<file path="src/rtl/uart_frame_ctrl.sv">
// Purpose : pops the UART RX FIFO and parses SOF/LEN/payload/XOR-checksum frames into a payload stream plus an OK/error verdict.
// Latency : fifo_rd_en -> byte_vld 1 cycle; byte_vld -> pkt_*/verdict outputs 1 cycle (2 cycles after the pop).
// Backpr. : none downstream; pops whenever the FIFO is non-empty, so consumers must accept one byte per cycle.
//
// Ports:
//   clk, rst          system clock, synchronous active-high reset
//   fifo_empty        RX FIFO empty flag
//   fifo_dout[7:0]    RX FIFO read data, valid the cycle after fifo_rd_en
//   fifo_rd_en        FIFO pop request
//   pkt_data[7:0]     payload byte, qualified by pkt_valid
//   pkt_valid         payload strobe
//   pkt_start/last    first/last payload byte of the frame (qualified by pkt_valid)
//   pkt_ok / pkt_err  one-cycle verdict pulses
//   err_code[1:0]     with pkt_err: 01 checksum, 10 bad length, 11 timeout
//   busy              parser is inside a frame
//   frame_cnt[15:0]   count of good frames, wrapping
module uart_frame_ctrl #(
    parameter logic [7:0] SOF         = 8'hA5,
    parameter int         MAX_LEN     = 16,
    parameter int         TIMEOUT_CYC = 1000
) (
    input  logic        clk,
    input  logic        rst,
    input  logic        fifo_empty,
    input  logic [7:0]  fifo_dout,
    output logic        fifo_rd_en,
    output logic [7:0]  pkt_data,
    output logic        pkt_valid,
    output logic        pkt_start,
    output logic        pkt_last,
    output logic        pkt_ok,
    output logic        pkt_err,
    output logic [1:0]  err_code,
    output logic        busy,
    output logic [15:0] frame_cnt
);

    localparam int              TO_W      = $clog2(TIMEOUT_CYC + 1);
    localparam logic [TO_W-1:0] TO_LIMIT  = TO_W'(TIMEOUT_CYC - 1);
    localparam logic [7:0]      MAX_LEN_B = 8'(MAX_LEN);

    localparam logic [1:0] ERR_CHK = 2'b01;
    localparam logic [1:0] ERR_LEN = 2'b10;
    localparam logic [1:0] ERR_TO  = 2'b11;

    typedef enum logic [1:0] {
        ST_HUNT,
        ST_LEN,
        ST_PAY,
        ST_CHK
    } state_t;

    state_t          r_state, w_state_nxt;
    logic            r_byte_vld;
    logic [7:0]      r_len, w_len_nxt;
    logic [7:0]      r_chk, w_chk_nxt;
    logic [7:0]      r_cnt, w_cnt_nxt;
    logic [TO_W-1:0] r_to_cnt, w_to_nxt;
    logic [7:0]      w_cnt_inc;
    logic [TO_W-1:0] w_to_inc;

    logic [7:0]  r_pkt_data, w_data_nxt;
    logic        r_pkt_valid, w_vld_nxt;
    logic        r_pkt_start, w_start_nxt;
    logic        r_pkt_last, w_last_nxt;
    logic        r_pkt_ok, w_ok_nxt;
    logic        r_pkt_err, w_err_nxt;
    logic [1:0]  r_err_code, w_code_nxt;
    logic [15:0] r_frame_cnt;

    // Pop whenever data is present; reset blocks the pop so nothing is lost.
    assign fifo_rd_en = !fifo_empty && !rst;

    assign w_cnt_inc = r_cnt + 8'd1;
    assign w_to_inc  = r_to_cnt + 1'b1;

    always_comb begin
        w_state_nxt = r_state;
        w_len_nxt   = r_len;
        w_chk_nxt   = r_chk;
        w_cnt_nxt   = r_cnt;
        w_to_nxt    = r_to_cnt;
        w_data_nxt  = r_pkt_data;
        w_vld_nxt   = 1'b0;
        w_start_nxt = 1'b0;
        w_last_nxt  = 1'b0;
        w_ok_nxt    = 1'b0;
        w_err_nxt   = 1'b0;
        w_code_nxt  = 2'b00;

        // Idle timer: only runs mid-frame while starved; any byte restarts it.
        // Timeout and byte_vld are mutually exclusive, so the byte case below
        // never overrides a timeout verdict.
        if (r_state == ST_HUNT || r_byte_vld) begin
            w_to_nxt = '0;
        end else if (fifo_empty) begin
            if (w_to_inc == TO_LIMIT) begin
                w_err_nxt   = 1'b1;
                w_code_nxt  = ERR_TO;
                w_state_nxt = ST_HUNT;
                w_to_nxt    = '0;
            end else begin
                w_to_nxt = w_to_inc;
            end
        end

        if (r_byte_vld) begin
            case (r_state)
                ST_HUNT: begin
                    if (fifo_dout == SOF) begin
                        w_state_nxt = ST_LEN;
                    end
                end
                ST_LEN: begin
                    if (fifo_dout == 8'd0 || fifo_dout > MAX_LEN_B) begin
                        w_err_nxt   = 1'b1;
                        w_code_nxt  = ERR_LEN;
                        w_state_nxt = ST_HUNT;
                    end else begin
                        w_len_nxt   = fifo_dout;
                        w_chk_nxt   = fifo_dout;
                        w_cnt_nxt   = 8'd0;
                        w_state_nxt = ST_PAY;
                    end
                end
                ST_PAY: begin
                    // Payload is forwarded before the checksum is known.
                    w_vld_nxt   = 1'b1;
                    w_data_nxt  = fifo_dout;
                    w_start_nxt = (r_cnt == 8'd0);
                    w_last_nxt  = (w_cnt_inc == r_len);
                    w_chk_nxt   = r_chk ^ fifo_dout;
                    w_cnt_nxt   = w_cnt_inc;
                    if (w_cnt_inc == r_len) begin
                        w_state_nxt = ST_CHK;
                    end
                end
                ST_CHK: begin
                    if (fifo_dout == r_chk) begin
                        w_ok_nxt = 1'b1;
                    end else begin
                        w_err_nxt  = 1'b1;
                        w_code_nxt = ERR_CHK;
                    end
                    w_state_nxt = ST_HUNT;
                end
                default: begin
                    w_state_nxt = ST_HUNT;
                end
            endcase
        end
    end

    always_ff @(posedge clk) begin
        if (rst) begin
            r_state     <= ST_HUNT;
            r_byte_vld  <= 1'b0;
            r_len       <= 8'd0;
            r_chk       <= 8'd0;
            r_cnt       <= 8'd0;
            r_to_cnt    <= '0;
            r_pkt_data  <= 8'd0;
            r_pkt_valid <= 1'b0;
            r_pkt_start <= 1'b0;
            r_pkt_last  <= 1'b0;
            r_pkt_ok    <= 1'b0;
            r_pkt_err   <= 1'b0;
            r_err_code  <= 2'b00;
            r_frame_cnt <= 16'd0;
        end else begin
            r_state     <= w_state_nxt;
            r_byte_vld  <= fifo_rd_en;
            r_len       <= w_len_nxt;
            r_chk       <= w_chk_nxt;
            r_cnt       <= w_cnt_nxt;
            r_to_cnt    <= w_to_nxt;
            r_pkt_data  <= w_data_nxt;
            r_pkt_valid <= w_vld_nxt;
            r_pkt_start <= w_start_nxt;
            r_pkt_last  <= w_last_nxt;
            r_pkt_ok    <= w_ok_nxt;
            r_pkt_err   <= w_err_nxt;
            r_err_code  <= w_code_nxt;
            if (w_ok_nxt) begin
                r_frame_cnt <= r_frame_cnt + 16'd1;
            end
        end
    end

    assign pkt_data  = r_pkt_data;
    assign pkt_valid = r_pkt_valid;
    assign pkt_start = r_pkt_start;
    assign pkt_last  = r_pkt_last;
    assign pkt_ok    = r_pkt_ok;
    assign pkt_err   = r_pkt_err;
    assign err_code  = r_err_code;
    assign busy      = (r_state != ST_HUNT);
    assign frame_cnt = r_frame_cnt;

endmodule
</file>
<file path="config.mk">
export PLATFORM = sky130hd
export DESIGN_NAME = uart_frame_ctrl
export DESIGN_NICKNAME = d
export VERILOG_FILES = /design/src/rtl/uart_frame_ctrl.sv
export SDC_FILE = /design/constraint.sdc
export NUM_CORES = 1
export LEC_CHECK = 0
export BUFFER_PORTS_ARGS = -buffer_cell sky130_fd_sc_hd__clkbuf_2
export CORE_MARGIN = 2
export CORE_UTILIZATION = 52
export DETAILED_ROUTE_END_ITERATION = 6
export PLACE_DENSITY_LB_ADDON = 0.15
export REMOVE_ABC_BUFFERS = 1
export SETUP_SLACK_MARGIN = 0.05
export SYNTH_ARGS = -nofsm -noshare
export SYNTH_HDL_FRONTEND = slang
export SYNTH_SLANG_ARGS = --single-unit
export TNS_END_PERCENT = 20
</file>
<file path="constraint.sdc">
create_clock -name clk -period 2 [get_ports clk]
set_input_delay 0.4 -clock clk [delete_from_list [all_inputs] [get_ports clk]]
set_output_delay 0.4 -clock clk [all_outputs]
set_load 0.05 [all_outputs]
</file>
==> results of run 1 <==
## registers in the layout (all words and copies together), names as in the netlist, 2 cells and up
signal and flops:
r_cnt 8, r_state 2, err_code 2, r_chk 8
r_to_cnt 10, pkt_data 8, frame_cnt 16, r_len 8
## power by group
group          total, mW  switching [mW]  internal [mW]
combinational      0.111          0.0672         0.0433
sequential          1.35         0.00155           1.35
clock               1.16           0.512          0.647
## worst paths after layout
| kind | endpoint | cells after the start |
|---|---|---|
| worst min register to register | pkt_data[7] | 2 |
| worst max-delay path | frame_cnt[8] | 6 |
| worst max register to register | frame_cnt[8] | 6 |
| worst min-delay path | pkt_valid | 2 |
## per-layer routing
metal,part of all wire [%],wire length (um),vias up,GRT usage [%]
met2,47,3920,68,38.49
li1,-,-,1668,-
met3,4.1,343,12,5.679
met4,1.5,129,0,7.792
met1,47,3934,1530,31.88
met5,0,0,-,0
## timing repair
item / 4_1_cts / 5_1_grt
buffers inserted: 0 / 3
hold buffers: 0 / 0
endpoints found under the setup margin: 0 / 19
resized for setup: 0 / 27
## stage by stage
stage / power (mW) / setup WS [ns] / area, um2 / setup TNS, ns / hold WS, ns
finish: 2.625 / 0.05912 / 4280 / 0 / 0.3590
global route: 2.713 / -0.03953 / 4280 / -0.03953 / 0.3834
CTS: 2.635 / 0.07579 / 4143 / 0 / 0.3612
detailed placement: 1.494 / -0.1092 / 3946 / -0.3714 / 0.4491
global placement: 1.493 / -0.07076 / 3946 / -0.1689 / 0.4424
floorplan: 1.417 / -0.1060 / 3327 / -0.4168 / 0.4418
## cells by family (layout without fill, tap and decap cells)
| family | after synthesis | after routing |
|---|---|---|
| AND/OR/NAND/NOR | 186 | 186 |
| AO/OA/AOI/OAI | 101 | 101 |
| flip-flops | 68 | 68 |
| buffers and inverters | 37 | 112 |
| XOR/XNOR | 29 | 29 |
| adder cells (fa/ha/maj) | 5 | 5 |
| multiplexers | 4 | 4 |
## placed cells by master (no fill, tap or decap), drive strengths merged, types with 3 or more instances in the layout
cell type,synthesis,layout
dfxtp,68,68
nand2,63,63
clkbuf,17,58
a21oi,46,46
buf,11,44
nor2,34,34
o21ai,21,21
xnor2,16,16
nand3,15,15
xor2,13,13
or3,11,11
nand2b,10,10
inv,9,9
and3,9,9
o311ai,9,9
nand4,7,7
or4,6,6
nor3,6,6
a31oi,6,6
nor4,6,6
nor2b,5,5
o31ai,5,5
ha,5,5
nor3b,4,4
o211ai,3,3
## layout make-up
type	count	area, um2
clock buffer	15	166.4
timing repair buffer	87	545.5
fill	542	2106
multi-input combinational	325	2033
inverter	9	33.78
sequential	68	1375
tap	77	96.34
clock inverter	1	30.03
==> Implementation_results.wiki, run 1 <==
{| class="wikitable"
! Metric !! Value
|-
| Number of max-cap violations || 0
|-
| Non-Filler Instances || 582
|-
| Longest individual stage delay on the worst path || 0.54 ns
|-
| Area fraction in and, or, nand and nor cells after synthesis || 28.09%
|-
| Measured slew at the worst slew-check pin || 0.4565 ns
|-
| Count of vias placed by the detailed router || 3278
|-
| Final core area utilization || 67.03%
|-
| Placed Instances || 563
|-
| Maximum level of the CTS H-tree || 3
|-
| Run status || complete, no violations
|-
| Fraction of the mapped netlist area in compound gates || 17.41%
|-
| Startpoint of the worst register-to-register path || r_chk[0]
|-
| DR iter-0 viols || 148
|-
| Nature of the critical path endpoint || register
|-
| Final hold violations || 0
|-
| Cell Rows || 29
|-
| Highest clock frequency the design can meet || 515.2 MHz
|-
| Register bit total from synthesis || 68
|-
| Avg WL per Cell || 14.31 um
|-
| Total power divided by cell area || 613.2 nW/um2
|-
| Share of final-layout standard cells stronger than drive strength 1 || 25.74%
|-
| Chip Width || 85.54 um
|-
| Number of cells produced by synthesis || 430
|-
| Area of the die || 7316 um2
|-
| Number of search-and-repair iterations in the first detailed-routing pass || 4
|-
| Critical path cell sequence || xor2_2, nor4_4, buf_4, nand4_4, or4_1, a21oi_1
|-
| Count of buffers inserted at the top-level ports || 43
|-
| Worst vdd rail ir drop || 0.0005171 V
|-
| Slack of the worst reg-to-reg path || 0.06 ns
|-
| Dominant cell type by area after synthesis || sky130_fd_sc_hd__dfxtp_1
|-
| Num CTS Buffers || 9
|-
| Critical path peak fanout || 8
|-
| Fin nets || 516
|-
| Pleak || 1.612 nW
|-
| Synth-to-Final Area Change || 23.81%
|-
| Clock transition at path regs || 0.07 ns
|-
| Latest clock arrival within the worst-skew pair || 0.35 ns
|-
| Avg Vias per Cell || 5.632
|-
| Overall overflow remaining after global route || 0
|-
| Gp weighted congestion || 0.8420
|-
| First-pass GRT wire length || 14160 um
|-
| Top flip-flop cell by instance count after synthesis || sky130_fd_sc_hd__dfxtp_1
|-
| Pin count of the biggest net entering global routing || 32
|-
| Max_slew headroom || 69.57%
|-
| Post-synthesis average cell area || 8.040 um2
|-
| Worst setup SP type || register
|-
| Classification of the worst-slack hold path || input pin to register
|-
| Crit path arrival time || 2.23 ns
|-
| CTS sink cnt || 68
|-
| CTS tree || yes
|-
| Required time of the critical path || 2.29 ns
|-
| Final number of max-transition violations || 0
|-
| CP Launch Point || r_chk[0]
|-
| Antenna Violating Nets Remaining || 0
|-
| Share of cell area taken by muxes after synthesis || 1.231%
|-
| Cell type of the slowest stage on the worst timing path || sky130_fd_sc_hd__or4_1
|-
| WS Path Type || register to register
|-
| Top cells by count, synth || sky130_fd_sc_hd__dfxtp_1 (68), sky130_fd_sc_hd__nand2_1 (63), sky130_fd_sc_hd__a21oi_1 (46), sky130_fd_sc_hd__nor2_1 (34), sky130_fd_sc_hd__o21ai_0 (20)
|-
| Num ports || 44
|-
| Proportion of register bits with asynchronous set or reset after synthesis || 0%
|-
| Portion of synthesized cell area occupied by the leading cell type || 39.38%
|-
| Library cell with the highest instance count after synthesis || sky130_fd_sc_hd__dfxtp_1
|-
| Number of enable-type register cells in the synthesized netlist || 0
|-
| Leading post-synthesis cells by cell area || sky130_fd_sc_hd__dfxtp_1 (39%), sky130_fd_sc_hd__nand2_1 (6.8%), sky130_fd_sc_hd__a21oi_1 (6.7%), sky130_fd_sc_hd__xnor2_1 (4.1%), sky130_fd_sc_hd__nor2_1 (3.7%)
|-
| Total setup violations reported at the end of the flow || 0
|-
| Number of inserted diodes || 0
|-
| Wirelength, routed || 8328 um
|-
| Remaining DRCs || 0
|-
| Minimum period implied by the final worst setup slack || 1.941 ns
|-
| Standard cell core area || 6386 um2
|-
| Sequential element share of the synthesized area || 39.38%
|-
| Vias in the first global route || 3165
|-
| Worst path bufs/invs || 1
|-
| Worst Clk Skew || 0.009319 ns
|-
| Worst Hold Launch || rst
|-
| Xor and xnor fraction of the mapped netlist area || 7.347%
|-
| Unrepaired setup endpoints after global routing || true
|-
| Initial antenna violation count || 0
|-
| Overall fraction of global-route tracks in use || 23.95%
|-
| Main combinational cell family by area after synthesis || simple AND/OR/NAND/NOR gates
|-
| Number of warnings printed during yosys synthesis || 0
|-
| Clock root buffer || sky130_fd_sc_hd__clkbuf_8
|-
| Final period utilization || 97.04%
|-
| Vertical die dimension || 85.54 um
|-
| Maximum clock insertion buffer count || 2
|-
| Family with the most delay on the worst path || simple AND/OR/NAND/NOR gates
|-
| Number of distinct library cell variants in the gate-level netlist after synthesis || 50
|-
| Adder and majority gate portion of the synthesized area || 1.810%
|-
| Mapped cell area || 3457 um2
|-
| Starting utilization of the core area || 54.13%
|-
| Detail Placement HPWL || 5741 um
|}
(Power assumes the default switching activity.)
==> inputs of run 2 (changes only) <==
--- a/config.mk
+++ b/config.mk
@@ -10,6 +10,7 @@
 export CORE_UTILIZATION = 52
 export DETAILED_ROUTE_END_ITERATION = 6
 export PLACE_DENSITY_LB_ADDON = 0.15
+export RECOVER_POWER = 25
 export REMOVE_ABC_BUFFERS = 1
 export SETUP_SLACK_MARGIN = 0.05
 export SYNTH_ARGS = -nofsm -noshare
==> run 2 against run 1 <==
Effect of this change: global-route usage unchanged; fmax down 0.11%; utilization down 0.35 points; first-iteration DRC count up 6.8%; final cell count unchanged; worst hold slack worse by 0.00076 ns; sequential share of layout area up 0.14 points; sequential power about the same; register-to-register slack about the same; wire length up 0.46%; via count up 0.37%; total power about the same.
==> Implementation_results.wiki, run 2 (synthesis results as in run 1) <==
{| class="wikitable"
! Metric !! Value
|-
| Run status || complete, no violations
|-
| Minimum period implied by the final worst setup slack || 1.943 ns (+0.002159 ns)
|-
| Critical path peak fanout || 8 (unchanged)
|-
| Crit path arrival time || 2.23 ns (about the same)
|-
| Pleak || 1.557 nW (-3.4%)
|-
| Num CTS Buffers || 9 (unchanged)
|-
| Num ports || 44 (unchanged)
|-
| Count of buffers inserted at the top-level ports || 43 (unchanged)
|-
| DR iter-0 viols || 158 (+6.8%)
|-
| Clock root buffer || sky130_fd_sc_hd__clkbuf_8
|-
| Antenna Violating Nets Remaining || 0 (unchanged)
|-
| Pin count of the biggest net entering global routing || 32 (unchanged)
|-
| Maximum level of the CTS H-tree || 3 (unchanged)
|-
| Gp weighted congestion || 0.8420 (unchanged)
|-
| Overall fraction of global-route tracks in use || 23.95% (unchanged)
|-
| Vertical die dimension || 85.54 um (unchanged)
|-
| Nature of the critical path endpoint || register
|-
| Count of vias placed by the detailed router || 3290 (+0.37%)
|-
| Leading cell type in the layout, fill and taps excluded || sky130_fd_sc_hd__nand2_1
|-
| Clock transition at path regs || 0.07 ns (about the same)
|-
| Final number of max-transition violations || 0 (unchanged)
|-
| Max_slew headroom || 59.17% (-10 points)
|-
| Overall overflow remaining after global route || 0 (unchanged)
|-
| Maximum clock insertion buffer count || 2 (unchanged)
|-
| Final period utilization || 97.15% (+0.11 points)
|-
| Share of final-layout standard cells stronger than drive strength 1 || 22.57% (-3.2 points)
|-
| Worst vdd rail ir drop || 0.0005172 V (about the same)
|-
| Vias in the first global route || 3165 (unchanged)
|-
| Initial antenna violation count || 0 (unchanged)
|-
| CTS sink cnt || 68 (unchanged)
|-
| Number of max-cap violations || 0 (unchanged)
|-
| Required time of the critical path || 2.29 ns (about the same)
|-
| Total setup violations reported at the end of the flow || 0 (unchanged)
|-
| Area of the die || 7316 um2 (unchanged)
|-
| Number of flip-flops under the largest register name || 16 (unchanged)
|-
| CTS tree || yes
|-
| Number of search-and-repair iterations in the first detailed-routing pass || 4 (unchanged)
|-
| Starting utilization of the core area || 54.13% (unchanged)
|-
| Area of combinational cells with multiple inputs || 2033 um2 (unchanged)
|-
| WS Path Type || register to register
|-
| Number of inserted diodes || 0 (unchanged)
|-
| Standard cell core area || 6386 um2 (unchanged)
|-
| Total power divided by cell area || 616.6 nW/um2 (+0.56%)
|-
| Classification of the worst-slack hold path || input pin to register
|-
| Measured slew at the worst slew-check pin || 0.6151 ns (+0.1585 ns)
|-
| Unrepaired setup endpoints after global routing || true
|-
| Chip Width || 85.54 um (unchanged)
|-
| Top library cells by usage in the layout, fill and taps aside || sky130_fd_sc_hd__nand2_1 (63), sky130_fd_sc_hd__dfxtp_1 (60), sky130_fd_sc_hd__a21oi_1 (43), sky130_fd_sc_hd__buf_4 (43), sky130_fd_sc_hd__nor2_1 (34)
|-
| Worst Clk Skew || 0.009271 ns (-0.00004779 ns)
|-
| Register Area || 1374 um2 (about the same)
|-
| Highest clock frequency the design can meet || 514.7 MHz (-0.11%)
|-
| Fin nets || 516 (unchanged)
|-
| Detail Placement HPWL || 5741 um (unchanged)
|-
| Total of fill cells in the finished design || 548 (+1.1%)
|-
| Wirelength, routed || 8366 um (+0.46%)
|-
| First-pass GRT wire length || 14160 um (unchanged)
|-
| Remaining DRCs || 0 (unchanged)
|-
| Avg Vias per Cell || 5.653 (+0.37%)
|-
| Worst hold slack across all endpoints || 0.3582 ns (-0.0007620 ns)
|-
| Final hold violations || 0 (unchanged)
|-
| Post-layout power || 2.626 mW (about the same)
|-
| Cell Rows || 29 (unchanged)
|-
| Latest clock arrival within the worst-skew pair || 0.35 ns (about the same)
|-
| Worst setup SP type || register
|-
| Avg WL per Cell || 14.37 um (+0.46%)
|-
| Synth-to-Final Area Change || 23.16%
|-
| CTS Hold Bufs || 0 (unchanged)
|}
-- run 2: cell count changes in the layout (fill, tap and decap cells not counted), sizes merged --
| cell | previous run | this run |
|---|---|---|
| clkbuf | 58 | 59 |
| buf | 44 | 43 |
-- run 2: path summary, 6_finish.rpt --
check / start / end / slack (ns) / cells after the start
worst max-delay path: r_chk[0] / frame_cnt[8] / 0.06 / 6
worst min-delay path: rst / pkt_valid / 0.36 / 2
worst max register to register: r_chk[0] / frame_cnt[8] / 0.06 / 6
worst min register to register: pkt_data[7] / pkt_data[7] / 0.45 / 2
-- run 2: final cells by class --
class,instances,area share (%)
multi-input cells,325,47.75
flip-flops and latches,68,32.27
inverters,9,0.7934
clock inverters,1,0.7053
well taps,77,2.263
repair buffers,87,12.31
clock buffers,15,3.908
-- run 2: metrics by stage --
step / setup TNS, ns / util [%] / instance area [um2] / worst slack [ns] / cells
6_report: 0 / 66.67 / 4258 / 0.05696 / 582
5_1_grt: -0.03953 / 66.67 / 4258 / -0.03953 / 582
4_1_cts: 0 / 64.87 / 4143 / 0.07579 / 579
3_5_place_dp: -0.3714 / 61.79 / 3946 / -0.1092 / 563
3_3_place_gp: -0.1689 / 61.79 / 3946 / -0.07076 / 563
2_1_floorplan: -0.4168 / - / 3327 / -0.1060 / 402
-- run 2: critical path: stages, from the launching register on --
cell and delay [ns]:
sky130_fd_sc_hd__dfxtp_4 0.36, sky130_fd_sc_hd__xor2_2 0.16, sky130_fd_sc_hd__nor4_4 0.35, sky130_fd_sc_hd__buf_4 0.18, sky130_fd_sc_hd__nand4_4 0.15, sky130_fd_sc_hd__or4_1 0.54
sky130_fd_sc_hd__a21oi_1 0.15
-- run 2: routing by layer --
layer  share of wire, %  up-vias  track usage [%]
met5                  0        -                0
li1                   -     1667                -
met4                1.5        0            7.792
met1                 47     1537            31.88
met3                4.4       12            5.679
met2                 47       74            38.49
-- run 2: repair_timing --
item,4_1_cts,5_1_grt
gates resized for setup,0,27
setup endpoints to repair,0,19
buffers inserted,0,3
-- run 2: power by group --
group | switching (mW) | internal (mW) | total, mW
clock network | 0.513 | 0.647 | 1.16
registers | 0.00155 | 1.35 | 1.35
logic | 0.0673 | 0.0433 | 0.111
total | 0.582 | 2.04 | 2.63
==> inputs of run 3 (changes only) <==
--- a/config.mk
+++ b/config.mk
@@ -7,7 +7,7 @@
 export LEC_CHECK = 0
 export BUFFER_PORTS_ARGS = -buffer_cell sky130_fd_sc_hd__clkbuf_2
 export CORE_MARGIN = 2
-export CORE_UTILIZATION = 52
+export CORE_UTILIZATION = 55
 export DETAILED_ROUTE_END_ITERATION = 6
 export PLACE_DENSITY_LB_ADDON = 0.15
 export RECOVER_POWER = 25
==> constraint.sdc (replaced) <==
create_clock -name clk -period 2.24 [get_ports clk]
set_input_delay 0.448 -clock clk [delete_from_list [all_inputs] [get_ports clk]]
set_output_delay 0.448 -clock clk [all_outputs]
set_load 0.05 [all_outputs]
==> run 3 against run 2 <==
Effect of this change: largest power group unchanged; register-to-register slack improved by 0.20 ns; largest cell class unchanged; critical path type unchanged; global-route usage decreased by 0.70 points; design area down 7.1%; critical endpoint is now r_state[1].
==> Implementation_results.wiki, run 3 (synthesis results as in run 1) <==
{| class="wikitable"
! Metric !! Value
|-
| Total power divided by cell area || 570.4 nW/um2 (-7.5%)
|-
| Share of final-layout standard cells stronger than drive strength 1 || 13.69% (-8.9 points)
|-
| Required time of the critical path || 2.50 ns (+0.21 ns)
|-
| Vertical die dimension || 83.28 um (-2.6%)
|-
| First-pass GRT wire length || 13260 um (-6.3%)
|-
| Worst Hold Launch || fifo_dout[1]
|-
| Top library cells by usage in the layout, fill and taps aside || sky130_fd_sc_hd__dfxtp_1 (67), sky130_fd_sc_hd__nand2_1 (63), sky130_fd_sc_hd__a21oi_1 (46)
|-
| Routed wire length on met3 || 359 um (-2.2%)
|-
| Worst R2R Path Depth || 7 (+1)
|-
| WS Path Type || register to register
|-
| Highest routed metal layer || met4
|-
| Detail Placement HPWL || 5418 um (-5.6%)
|-
| Count of vias placed by the detailed router || 3240 (-1.5%)
|-
| Maximum level of the CTS H-tree || 3 (unchanged)
|-
| DR iter-0 viols || 166 (+5.1%)
|-
| Startpoint of the worst register-to-register path || r_to_cnt[0]
|-
| Overall overflow remaining after global route || 0 (unchanged)
|-
| Avg WL per Cell || 14.30 um (-0.54%)
|-
| Chip Width || 83.28 um (-2.6%)
|-
| Num CTS Buffers || 9 (unchanged)
|-
| Final core area utilization || 66.02% (-0.65 points)
|-
| Pre-CTS worst setup slack || 0.08938 ns (+0.1986 ns)
|-
| Cell area after layout || 3955 um2 (-7.1%)
|-
| Maximum clock insertion buffer count || 2 (unchanged)
|-
| Number of cells on the worst hold path || 3 (+1)
|-
| Final period utilization || 88.40% (-8.8 points)
|-
| Family with the most delay on the worst path || compound AO/OA/AOI/OAI gates
|-
| Avg Vias per Cell || 5.817 (+2.9%)
|-
| Critical path cell sequence || ha_1, a21oi_1, or4_1, a32oi_1, buf_4, o311ai_0, a21oi_1
|-
| Worst path bufs/invs || 1 (unchanged)
|-
| Clock transition at path regs || 0.07 ns (about the same)
|-
| Final hold violations || 0 (unchanged)
|-
| Cell Rows || 28 (-3.4%)
|-
| Metal1 wirelength || 3795 um (-4.0%)
|-
| Standard cell core area || 5991 um2 (-6.2%)
|-
| Synth-to-Final Area Change || 14.40%
|-
| Pleak || 1.379 nW (-11%)
|-
| Worst hold slack across all endpoints || 0.3847 ns (+0.02643 ns)
|-
| Remaining DRCs || 0 (unchanged)
|-
| Final number of max-transition violations || 0 (unchanged)
|-
| Classification of the worst-slack hold path || input pin to register
|-
| Number of inserted diodes || 0 (unchanged)
|-
| Min-Delay Endpoint || r_len[1]
|-
| CTS tree || yes
|-
| Latest clock arrival within the worst-skew pair || 0.34 ns (about the same)
|-
| Clock root buffer || sky130_fd_sc_hd__clkbuf_8
|-
| Nature of the critical path endpoint || register
|-
| Minimum period implied by the final worst setup slack || 1.980 ns (+0.03701 ns)
|-
| Top cell by count, worst path || sky130_fd_sc_hd__a21oi_1
|-
| Total of fill cells in the finished design || 529 (-3.5%)
|-
| Overall fraction of global-route tracks in use || 23.25% (-0.70 points)
|-
| Initial antenna violation count || 0 (unchanged)
|-
| CP Launch Point || r_to_cnt[0]
|-
| Max_slew headroom || 25.17% (-34 points)
|-
| Crit path arrival time || 2.24 ns (about the same)
|-
| Highest clock frequency the design can meet || 505.0 MHz (-1.9%)
|-
| Gp weighted congestion || 0.8624 (+2.4%)
|-
| Worst Clk Skew || 0.009616 ns (+0.0003446 ns)
|-
| Wirelength, routed || 7963 um (-4.8%)
|-
| Placed Instances || 541 (-3.9%)
|-
| Unrepaired setup endpoints after global routing || false
|-
| Leading cell type in the layout, fill and taps excluded || sky130_fd_sc_hd__dfxtp_1
|-
| Area of combinational cells with multiple inputs || 1932 um2 (-5.0%)
|-
| Number of search-and-repair iterations in the first detailed-routing pass || 4 (unchanged)
|-
| Antenna Violating Nets Remaining || 0 (unchanged)
|-
| Total Negative Setup Slacks || 0 ns (unchanged)
|-
| Starting utilization of the core area || 57.71% (+3.6 points)
|-
| Slack of the worst reg-to-reg path || 0.26 ns (+0.20 ns)
|-
| Number of flip-flops under the largest register name || 16 (unchanged)
|-
| Num ports || 44 (unchanged)
|-
| Routed length on met2 || 3649 um (-6.8%)
|-
| Vias in the first global route || 2864 (-9.5%)
|-
| Number of max-cap violations || 0 (unchanged)
|-
| Measured slew at the worst slew-check pin || 1.122 ns (+0.5074 ns)
|-
| Run status || complete, no violations
|-
| Worst setup SP type || register
|-
| Area of the die || 6936 um2 (-5.2%)
|-
| Non-Filler Instances || 557 (-4.3%)
|-
| Total setup violations reported at the end of the flow || 0 (unchanged)
|-
| RR Endpoint || r_state[1]
|-
| Worst vdd rail ir drop || 0.0004302 V (-17%)
|-
| Pin count of the biggest net entering global routing || 28 (-13%)
|-
| Critical path peak fanout || 8 (unchanged)
|-
| Count of buffers inserted at the top-level ports || 43 (unchanged)
|-
| Register Area || 1363 um2 (-0.82%)
|-
| Cell type of the slowest stage on the worst timing path || sky130_fd_sc_hd__or4_1
|-
| Fin nets || 493 (-4.5%)
|-
| Dpl cell area || 3806 um2 (-3.6%)
|-
| CTS sink cnt || 68 (unchanged)
|-
| Longest individual stage delay on the worst path || 0.40 ns (-0.14 ns)
|-
| Post-layout power || 2.256 mW (-14%)
|-
| Post-route setup slack || 0.2599 ns (+0.2030 ns)
|}
## run 3: changes by cell type in the layout (fill, tap and decap cells not counted), moves of 3 or more
cell / delta
sky130_fd_sc_hd__a21oi_2: -3
sky130_fd_sc_hd__a21oi_1: +3
sky130_fd_sc_hd__buf_4: -25
sky130_fd_sc_hd__dfxtp_2: -6
sky130_fd_sc_hd__dfxtp_1: +7
sky130_fd_sc_hd__clkbuf_2: -4
sky130_fd_sc_hd__clkbuf_1: +6
## run 3: repair_timing
action,4_1_cts,5_1_grt
hold buffers,0,0
setup endpoints to repair,0,1
setup buffers,0,0
gates resized for setup,0,1
## run 3: per-layer routing
metal,up-vias,GRT usage (%)
li1,1618,-
met1,1524,31.14
met2,79,36.36
met3,19,5.268
met4,0,9.240
met5,-,0
## run 3: how the worst max path moves through the flow
stage | end | cells past startpoint
after global routing | r_state[1] | 7
after detailed placement | frame_cnt[9] | 7
final | r_state[1] | 7
after CTS | r_state[0] | 6
after global placement | frame_cnt[9] | 7
after floorplan | r_to_cnt[6] | 6
## run 3: cell type report
class,instances,share of cell area [%]
clock buffers,14,3.606
clock inverters,2,0.8858
inverters,9,0.8542
multi-input cells,325,48.85
flip-flops and latches,68,34.45
well taps,75,2.373
repair buffers,64,8.985
## run 3: tightest hold or removal path, delay by kind of cell
kind / cells / cell delay (ns)
buffers and inverters: 1 / 0.12
AND/OR/NAND/NOR: 1 / 0.06
AO/OA/AOI/OAI: 1 / 0.05
## run 3: report_power, final
part           internal (mW)  leakage [nW]  switching (mW)  total [mW]
Clock                  0.516        0.0887           0.447       0.962
Sequential              1.21         0.548         0.00287        1.21
Combinational         0.0271         0.743          0.0545      0.0817
Total                   1.75          1.38           0.504        2.26
